--- config.mk ---
export PLATFORM = sky130hd
export DESIGN_NAME = counter_sequencer_flat
export DESIGN_NICKNAME = d
export VERILOG_FILES = /design/src/rtl/counter_sequencer_pkg.sv /design/src/rtl/counter_sequencer_if.sv /design/src/rtl/counter_sequencer_wrap_tally.sv /design/src/rtl/counter_sequencer.sv /design/src/flat_wrapper.sv
export SDC_FILE = /design/constraint.sdc
export NUM_CORES = 1
export LEC_CHECK = 0
export CAP_MARGIN = 10
export CORE_ASPECT_RATIO = 1.1
export CORE_MARGIN = 5
export CORE_UTILIZATION = 45
export DETAILED_ROUTE_END_ITERATION = 10
export GPL_TIMING_DRIVEN = 0
export PLACE_DENSITY_LB_ADDON = 0.3
export SYNTH_ARGS = -nofsm -noshare
export SYNTH_HDL_FRONTEND = slang
export SYNTH_SLANG_ARGS = --single-unit
--- constraint.sdc ---
create_clock -name clk -period 3.4 [get_ports clk]
set_input_delay 0.85 -clock clk [delete_from_list [all_inputs] [get_ports clk]]
set_output_delay 0.85 -clock clk [all_outputs]
set_load 0.1 [all_outputs]
--- src/rtl/counter_sequencer_pkg.sv ---
// -----------------------------------------------------------------------------
// counter_sequencer_pkg
// Shared constants and types for the counter run-control sequencer:
//   STATE_BITS / WRAP_BITS  default widths of counter value and wrap tally
//   ZERO                    counter value after a clear
//   op_t                    command op codes carried on the command bus
//   seq_state_t             sequencer FSM state encodings
// -----------------------------------------------------------------------------
package counter_sequencer_pkg;

  localparam int STATE_BITS = 2;
  localparam int WRAP_BITS  = 8;

  localparam logic [STATE_BITS-1:0] ZERO = '0;

  typedef enum logic [1:0] {
    OP_CLEAR = 2'b00,
    OP_START = 2'b01,
    OP_STOP  = 2'b10,
    OP_STEP  = 2'b11
  } op_t;

  typedef enum logic [1:0] {
    SEQ_IDLE = 2'b00,
    SEQ_RUN  = 2'b01,
    SEQ_STEP = 2'b10,
    SEQ_DONE = 2'b11
  } seq_state_t;

endpackage

--- src/rtl/counter_sequencer_if.sv ---
// -----------------------------------------------------------------------------
// counter_sequencer_if
// Command bus between the host/test command source and the sequencer.
//   cmd_valid  command present            (master -> slave)
//   cmd_op     command op code            (master -> slave)
//   cmd_ready  command taken when valid   (slave  -> master)
// -----------------------------------------------------------------------------
interface counter_sequencer_if;
  import counter_sequencer_pkg::*;

  logic cmd_valid;
  op_t  cmd_op;
  logic cmd_ready;

  modport master (output cmd_valid, output cmd_op, input cmd_ready);
  modport slave  (input cmd_valid, input cmd_op, output cmd_ready);

endinterface

--- src/rtl/counter_sequencer_wrap_tally.sv ---
// -----------------------------------------------------------------------------
// counter_sequencer_wrap_tally
// Counts counter wrap-arounds and flags the wrap that reaches the limit.
//   clk, reset   clock and synchronous active-high reset
//   wrap_event   counter goes from all-ones to zero at this edge
//   clear        zero the tally at this edge (wins over wrap_event)
//   wrap_limit   wraps before auto-stop, 0 disables the limit
//   wraps        current tally, wraps modulo 2^WRAP_BITS
//   limit_hit    this edge's wrap makes the tally equal to wrap_limit
// -----------------------------------------------------------------------------
module counter_sequencer_wrap_tally #(
  parameter int WRAP_BITS = 8
) (
  input  logic                 clk,
  input  logic                 reset,
  input  logic                 wrap_event,
  input  logic                 clear,
  input  logic [WRAP_BITS-1:0] wrap_limit,
  output logic [WRAP_BITS-1:0] wraps,
  output logic                 limit_hit
);

  logic [WRAP_BITS-1:0] wraps_inc;

  assign wraps_inc = wraps + WRAP_BITS'(1);

  // Only exact equality stops: a limit lowered below the tally never matches
  // until the tally rolls over to it.
  assign limit_hit = wrap_event && (wrap_limit != '0) && (wraps_inc == wrap_limit);

  // NOTE: state registers use non-blocking assignments so every flop samples
  // pre-edge values regardless of block evaluation order.
  always_ff @(posedge clk) begin
    if (reset) begin
      wraps <= '0;
    end else if (clear) begin
      wraps <= '0;
    end else if (wrap_event) begin
      wraps <= wraps_inc;
    end
  end

endmodule

--- src/rtl/counter_sequencer.sv ---
// -----------------------------------------------------------------------------
// counter_sequencer
// Run-control FSM for the shared counter core. Takes CLEAR/START/STOP/STEP
// commands, drives the counter's enable and clear, tallies wrap-arounds and
// stops automatically when the programmed wrap limit is reached.
//   clk, reset   clock and synchronous active-high reset
//   cmd          command bus (slave side): cmd_valid, cmd_op, cmd_ready
//   wrap_limit   wraps before auto-stop, 0 = run forever
//   cnt_value    current counter value from the counter core
//   cnt_en       counter advances at the edge where high
//   cnt_clr      counter forced to zero at the edge where high
//   busy         sequencer in RUN or STEP
//   done         one-cycle pulse on entering DONE
//   wraps        wraps since the last CLEAR or START-from-DONE
// -----------------------------------------------------------------------------
module counter_sequencer
  import counter_sequencer_pkg::*;
#(
  parameter int STATE_BITS = counter_sequencer_pkg::STATE_BITS,
  parameter int WRAP_BITS  = counter_sequencer_pkg::WRAP_BITS
) (
  input  logic                  clk,
  input  logic                  reset,
  counter_sequencer_if.slave    cmd,
  input  logic [WRAP_BITS-1:0]  wrap_limit,
  input  logic [STATE_BITS-1:0] cnt_value,
  output logic                  cnt_en,
  output logic                  cnt_clr,
  output logic                  busy,
  output logic                  done,
  output logic [WRAP_BITS-1:0]  wraps
);

  seq_state_t state;
  logic       accept;
  logic       wrap_event;
  logic       limit_hit;
  logic       tally_clear;

  // Enable and busy decode straight from the state register.
  assign cnt_en        = (state == SEQ_RUN) || (state == SEQ_STEP);
  assign busy          = cnt_en;
  assign cmd.cmd_ready = !reset && (state != SEQ_STEP);
  assign accept        = cmd.cmd_valid && cmd.cmd_ready;

  // The counter moves from all-ones to zero at this edge.
  assign wrap_event = cnt_en && (cnt_value == '1);

  // A limit hit drops any command accepted at the same edge, so its clear
  // must not reach the tally either.
  assign tally_clear = accept && !limit_hit &&
                       ((cmd.cmd_op == OP_CLEAR) ||
                        ((cmd.cmd_op == OP_START) && (state == SEQ_DONE)));

  counter_sequencer_wrap_tally #(
    .WRAP_BITS (WRAP_BITS)
  ) u_wrap_tally (
    .clk        (clk),
    .reset      (reset),
    .wrap_event (wrap_event),
    .clear      (tally_clear),
    .wrap_limit (wrap_limit),
    .wraps      (wraps),
    .limit_hit  (limit_hit)
  );

  always_ff @(posedge clk) begin
    if (reset) begin
      state   <= SEQ_IDLE;
      done    <= 1'b0;
      cnt_clr <= 1'b0;
    end else begin
      // done and cnt_clr are single-cycle pulses: low unless set below.
      done    <= 1'b0;
      cnt_clr <= 1'b0;
      if (limit_hit) begin
        state <= SEQ_DONE;
        done  <= 1'b1;
      end else begin
        case (state)
          SEQ_IDLE: begin
            if (accept) begin
              case (cmd.cmd_op)
                OP_CLEAR: cnt_clr <= 1'b1;
                OP_START: state   <= SEQ_RUN;
                OP_STEP:  state   <= SEQ_STEP;
                default:  ;
              endcase
            end
          end
          SEQ_RUN: begin
            // The STOP/CLEAR accept cycle still has cnt_en high, so the
            // counter advances once more at that edge.
            if (accept) begin
              case (cmd.cmd_op)
                OP_STOP: state <= SEQ_IDLE;
                OP_CLEAR: begin
                  state   <= SEQ_IDLE;
                  cnt_clr <= 1'b1;
                end
                default: ;
              endcase
            end
          end
          SEQ_STEP: begin
            state <= SEQ_IDLE;
          end
          SEQ_DONE: begin
            if (accept) begin
              case (cmd.cmd_op)
                OP_START: state <= SEQ_RUN;
                OP_CLEAR: begin
                  state   <= SEQ_IDLE;
                  cnt_clr <= 1'b1;
                end
                default: ;
              endcase
            end
          end
          default: state <= SEQ_IDLE;
        endcase
      end
    end
  end

endmodule
--- src/flat_wrapper.sv ---
// flat-port wrapper written by rule: the top's interface ports become plain ports
module counter_sequencer_flat import counter_sequencer_pkg::*;
#(
  parameter int STATE_BITS = counter_sequencer_pkg::STATE_BITS,
  parameter int WRAP_BITS  = counter_sequencer_pkg::WRAP_BITS
)
  (clk, reset, wrap_limit, cnt_value, cnt_en, cnt_clr, busy, done, wraps, cmd_cmd_valid, cmd_cmd_op, cmd_cmd_ready);
  counter_sequencer_if cmd_i ();
  input  logic clk;
  input  logic reset;
  input  logic [WRAP_BITS-1:0] wrap_limit;
  input  logic [STATE_BITS-1:0] cnt_value;
  output logic cnt_en;
  output logic cnt_clr;
  output logic busy;
  output logic done;
  output logic [WRAP_BITS-1:0] wraps;
  input wire logic [$bits(cmd_i.cmd_valid)-1:0] cmd_cmd_valid;
  input wire logic [$bits(cmd_i.cmd_op)-1:0] cmd_cmd_op;
  output wire logic [$bits(cmd_i.cmd_ready)-1:0] cmd_cmd_ready;
  assign cmd_i.cmd_valid = cmd_cmd_valid;
  assign cmd_i.cmd_op = cmd_cmd_op;
  assign cmd_cmd_ready = cmd_i.cmd_ready;
  counter_sequencer #(.STATE_BITS(STATE_BITS), .WRAP_BITS(WRAP_BITS)) u_core (.clk(clk), .reset(reset), .cmd(cmd_i), .wrap_limit(wrap_limit), .cnt_value(cnt_value), .cnt_en(cnt_en), .cnt_clr(cnt_clr), .busy(busy), .done(done), .wraps(wraps));
endmodule
==> metrics <==
Worst EP arrival 2.38 ns; setup slack after layout ~0.17 ns; maxcap violations 0; Area after DPL 1376 um2; Yosys cell types 42; skew final 0.0005749 ns; Mapped Cells roughly 130; vias in the first global route 1025; die area 3477 um2; Top FF cell, synth dfxtp_1; Sw Ratio 0.5027; TNS Setup 0 ns; hpwl dp 2032 um; critical path required time between 2 and 3 ns; # nets final 177; post-route ant nets 0; CP max FO 10; pwr dens 462.9 nW/um2; crit end category primary output; initial antenna violation count 0; Clock power frac 0.134; clock buffer depth 2; routed vias 1028; Synth area leader dfxtp_1; slowest cell on the critical path clkdlybuf4s50_1; Pwr Total 647.6 uW; Lkg Pwr 0.5396 nW; internal power roughly 320 uW; postcts setup bufs 0; H-tree depth 1; post_cts resized 0; CTS buffer count 3; shortest period the worst path allows 3.226 ns; Async SR Flop Fraction 0; slew margin rel. 0.3518; DR iter-0 viols 11; Netlist Area Pre-Place 1079 um2; Mapped Nets 146; GRT Overall Usage 0.1570; FP Rows 18; outcome completed; final wirelength 2546 um; insertion delay of the later-clocked pin in the worst-skew pair 0.27 ns; Final Setup Violations 0; Hold-fix buffers, CTS 0; GP Congestion about 0.77; Die Width 56.68 um; Flop pwr share 0.261; Post-Synthesis Mean Instance Area 8.628 um2; first-pass GRT wire length between 4000 and 5000 um; # DRC 0; synth warn 0; CP max stage delay between 1 and 1.5 ns; WS Path Type input pin to primary output; IO Count 28; switching power total 325.5 uW; ranking of synthesized cells by area dfxtp_1, xnor2_1, ha_1; Antenna Cells 0; Post-synth EDFFs 0; root buffer cell clkbuf_4; Yosys top cell area share 0.2227; design area about 1400 um2; slew of the pin with the lowest slew margin 0.9693 ns; wire per inst 13.84 um; Place WS 0.1745 ns; period utilization 0.9489; WP buf/inv 3; ratio of cells with drive above 1 in the final layout 0.1234; GRT overflow 0; Comb pwr share 0.605; Die H ~60 um; clock sink total 12; CP top delay family buffers and inverters; sequential-to-total area share from yosys stat 0.2227; Hold Slack about 0.6 ns; TritonCTS clock tree yes; largest net degree at the start of global routing 11; Fin. Hold Viols 0; 1st-pass router iterations 4; Initial Util 0.4741; RSZ-0062 raised after global routing false; flops & latches, synth 12; clk slew on worst S/H paths 0.07 ns; CP Launch Type input pin; f_max 310.0 MHz; count of input and output buffers 26; fillers 214; Peak VDD IR a little under 600 uV; critical-path cell list buf_2 -> buf_6 -> nor2_1 -> clkdlybuf4s50_1; Worst Hold Class flop to flop; Pins Over Slew Limit 0; Synth-to-Final Area Change 29.70%; vias per std cell approximately 5.6; core region area 2275 um2
[layout by cell type, fill, tap and decap left out, types with 5 or more instances in the layout]
cell,synthesis,layout
clkdlybuf4s50_1,0,26
dfxtp_1,12,12
ha_1,6,6
nand2_1,8,8
nand2b_1,7,7
nand3_1,6,6
nor2_1,7,7
nor3_1,5,5
o21ai_0,6,6
o31ai_1,7,7
xnor2_1,9,9
xor2_1,6,6
[final timing paths]
| check | endpoint | startpoint | cells past startpoint | slack [ns] |
|---|---|---|---|---|
| hold / removal | u_core.state[0] | u_core.state[0] | 3 | 0.60 |
| setup reg to reg | u_core.u_wrap_tally.wraps[3] | u_core.state[1] | 8 | 1.25 |
| setup / recovery | cmd_cmd_ready | reset | 4 | 0.17 |
| hold reg to reg | u_core.state[0] | u_core.state[0] | 3 | 0.60 |
[area by class of cell]
class                   count  area (um2)  area share
multi-input cells         103       768.2      0.5492
repair buffers             26       260.3      0.1860
flip-flops and latches     12       240.2      0.1717
plain buffers               7       58.81     0.04204
well taps                  30       37.54     0.02683
clock buffers               3       22.52     0.01610
inverters                   3       11.26    0.008050
[registers in the layout, indices dropped and copies added, names as in the netlist]
signal	flops
u_core.u_wrap_tally.wraps	8
u_core.cnt_clr	1
u_core.state	2
u_core.done	1
[power by group through the flow]
stage / registers (mW) / logic [mW] / clock network (mW)
after floorplan: 0.197 / 0.280 / 0
after global placement: 0.172 / 0.385 / 0
after detailed placement: 0.172 / 0.393 / 0
after CTS: 0.169 / 0.395 / 0.0855
after global routing: 0.172 / 0.417 / 0.0931
final: 0.169 / 0.392 / 0.0867
[worst min-delay path, stage by stage (launching register included)]
cell and delay [ns]:
dfxtp_1 0.34, nand2_1 0.06, a21o_1 0.09, o31ai_1 0.05
[synth_stat cells (all sizes together), types with 3 or more instances]
cell and instances:
and4 3, buf 6, dfxtp 12, ha 6
inv 3, nand2 9, nand2b 7, nand3 6
nor2 7, nor3 5, o21ai 6, o21bai 3
o31ai 7, o41ai 3, xnor2 9, xor2 6
[cell families (layout without fill, tap and decap cells)]
kind of cell	count (synthesis)	in the layout	share of synthesized area
AOI/OAI and AO/OA	32	32	0.2564
xor gates and xnor gates	15	15	0.1218
DFF	12	12	0.2227
adders and majority gates	6	6	0.06960
muxes	2	2	0.01856
and+or+nand+nor	48	48	0.2460
buffers and inverters	10	39	0.06497
[stage by stage]
stage / util / std cells
after floorplan: - / 125
after global placement: 0.6051 / 181
after detailed placement: 0.6051 / 181
after CTS: 0.6150 / 184
after global routing: 0.6150 / 184
final: 0.6150 / 184
[metal layers]
| metal | track usage | vias up | share of wire |
|---|---|---|---|
| met4 | 0.06102 | 0 | 0.013 |
| met1 | 0.1637 | 475 | 0.44 |
| met2 | 0.3102 | 28 | 0.50 |
| li1 | - | 520 | - |
| met5 | 0 | - | 0 |
| met3 | 0.03354 | 5 | 0.046 |
Power figures use the tool's default switching activity.
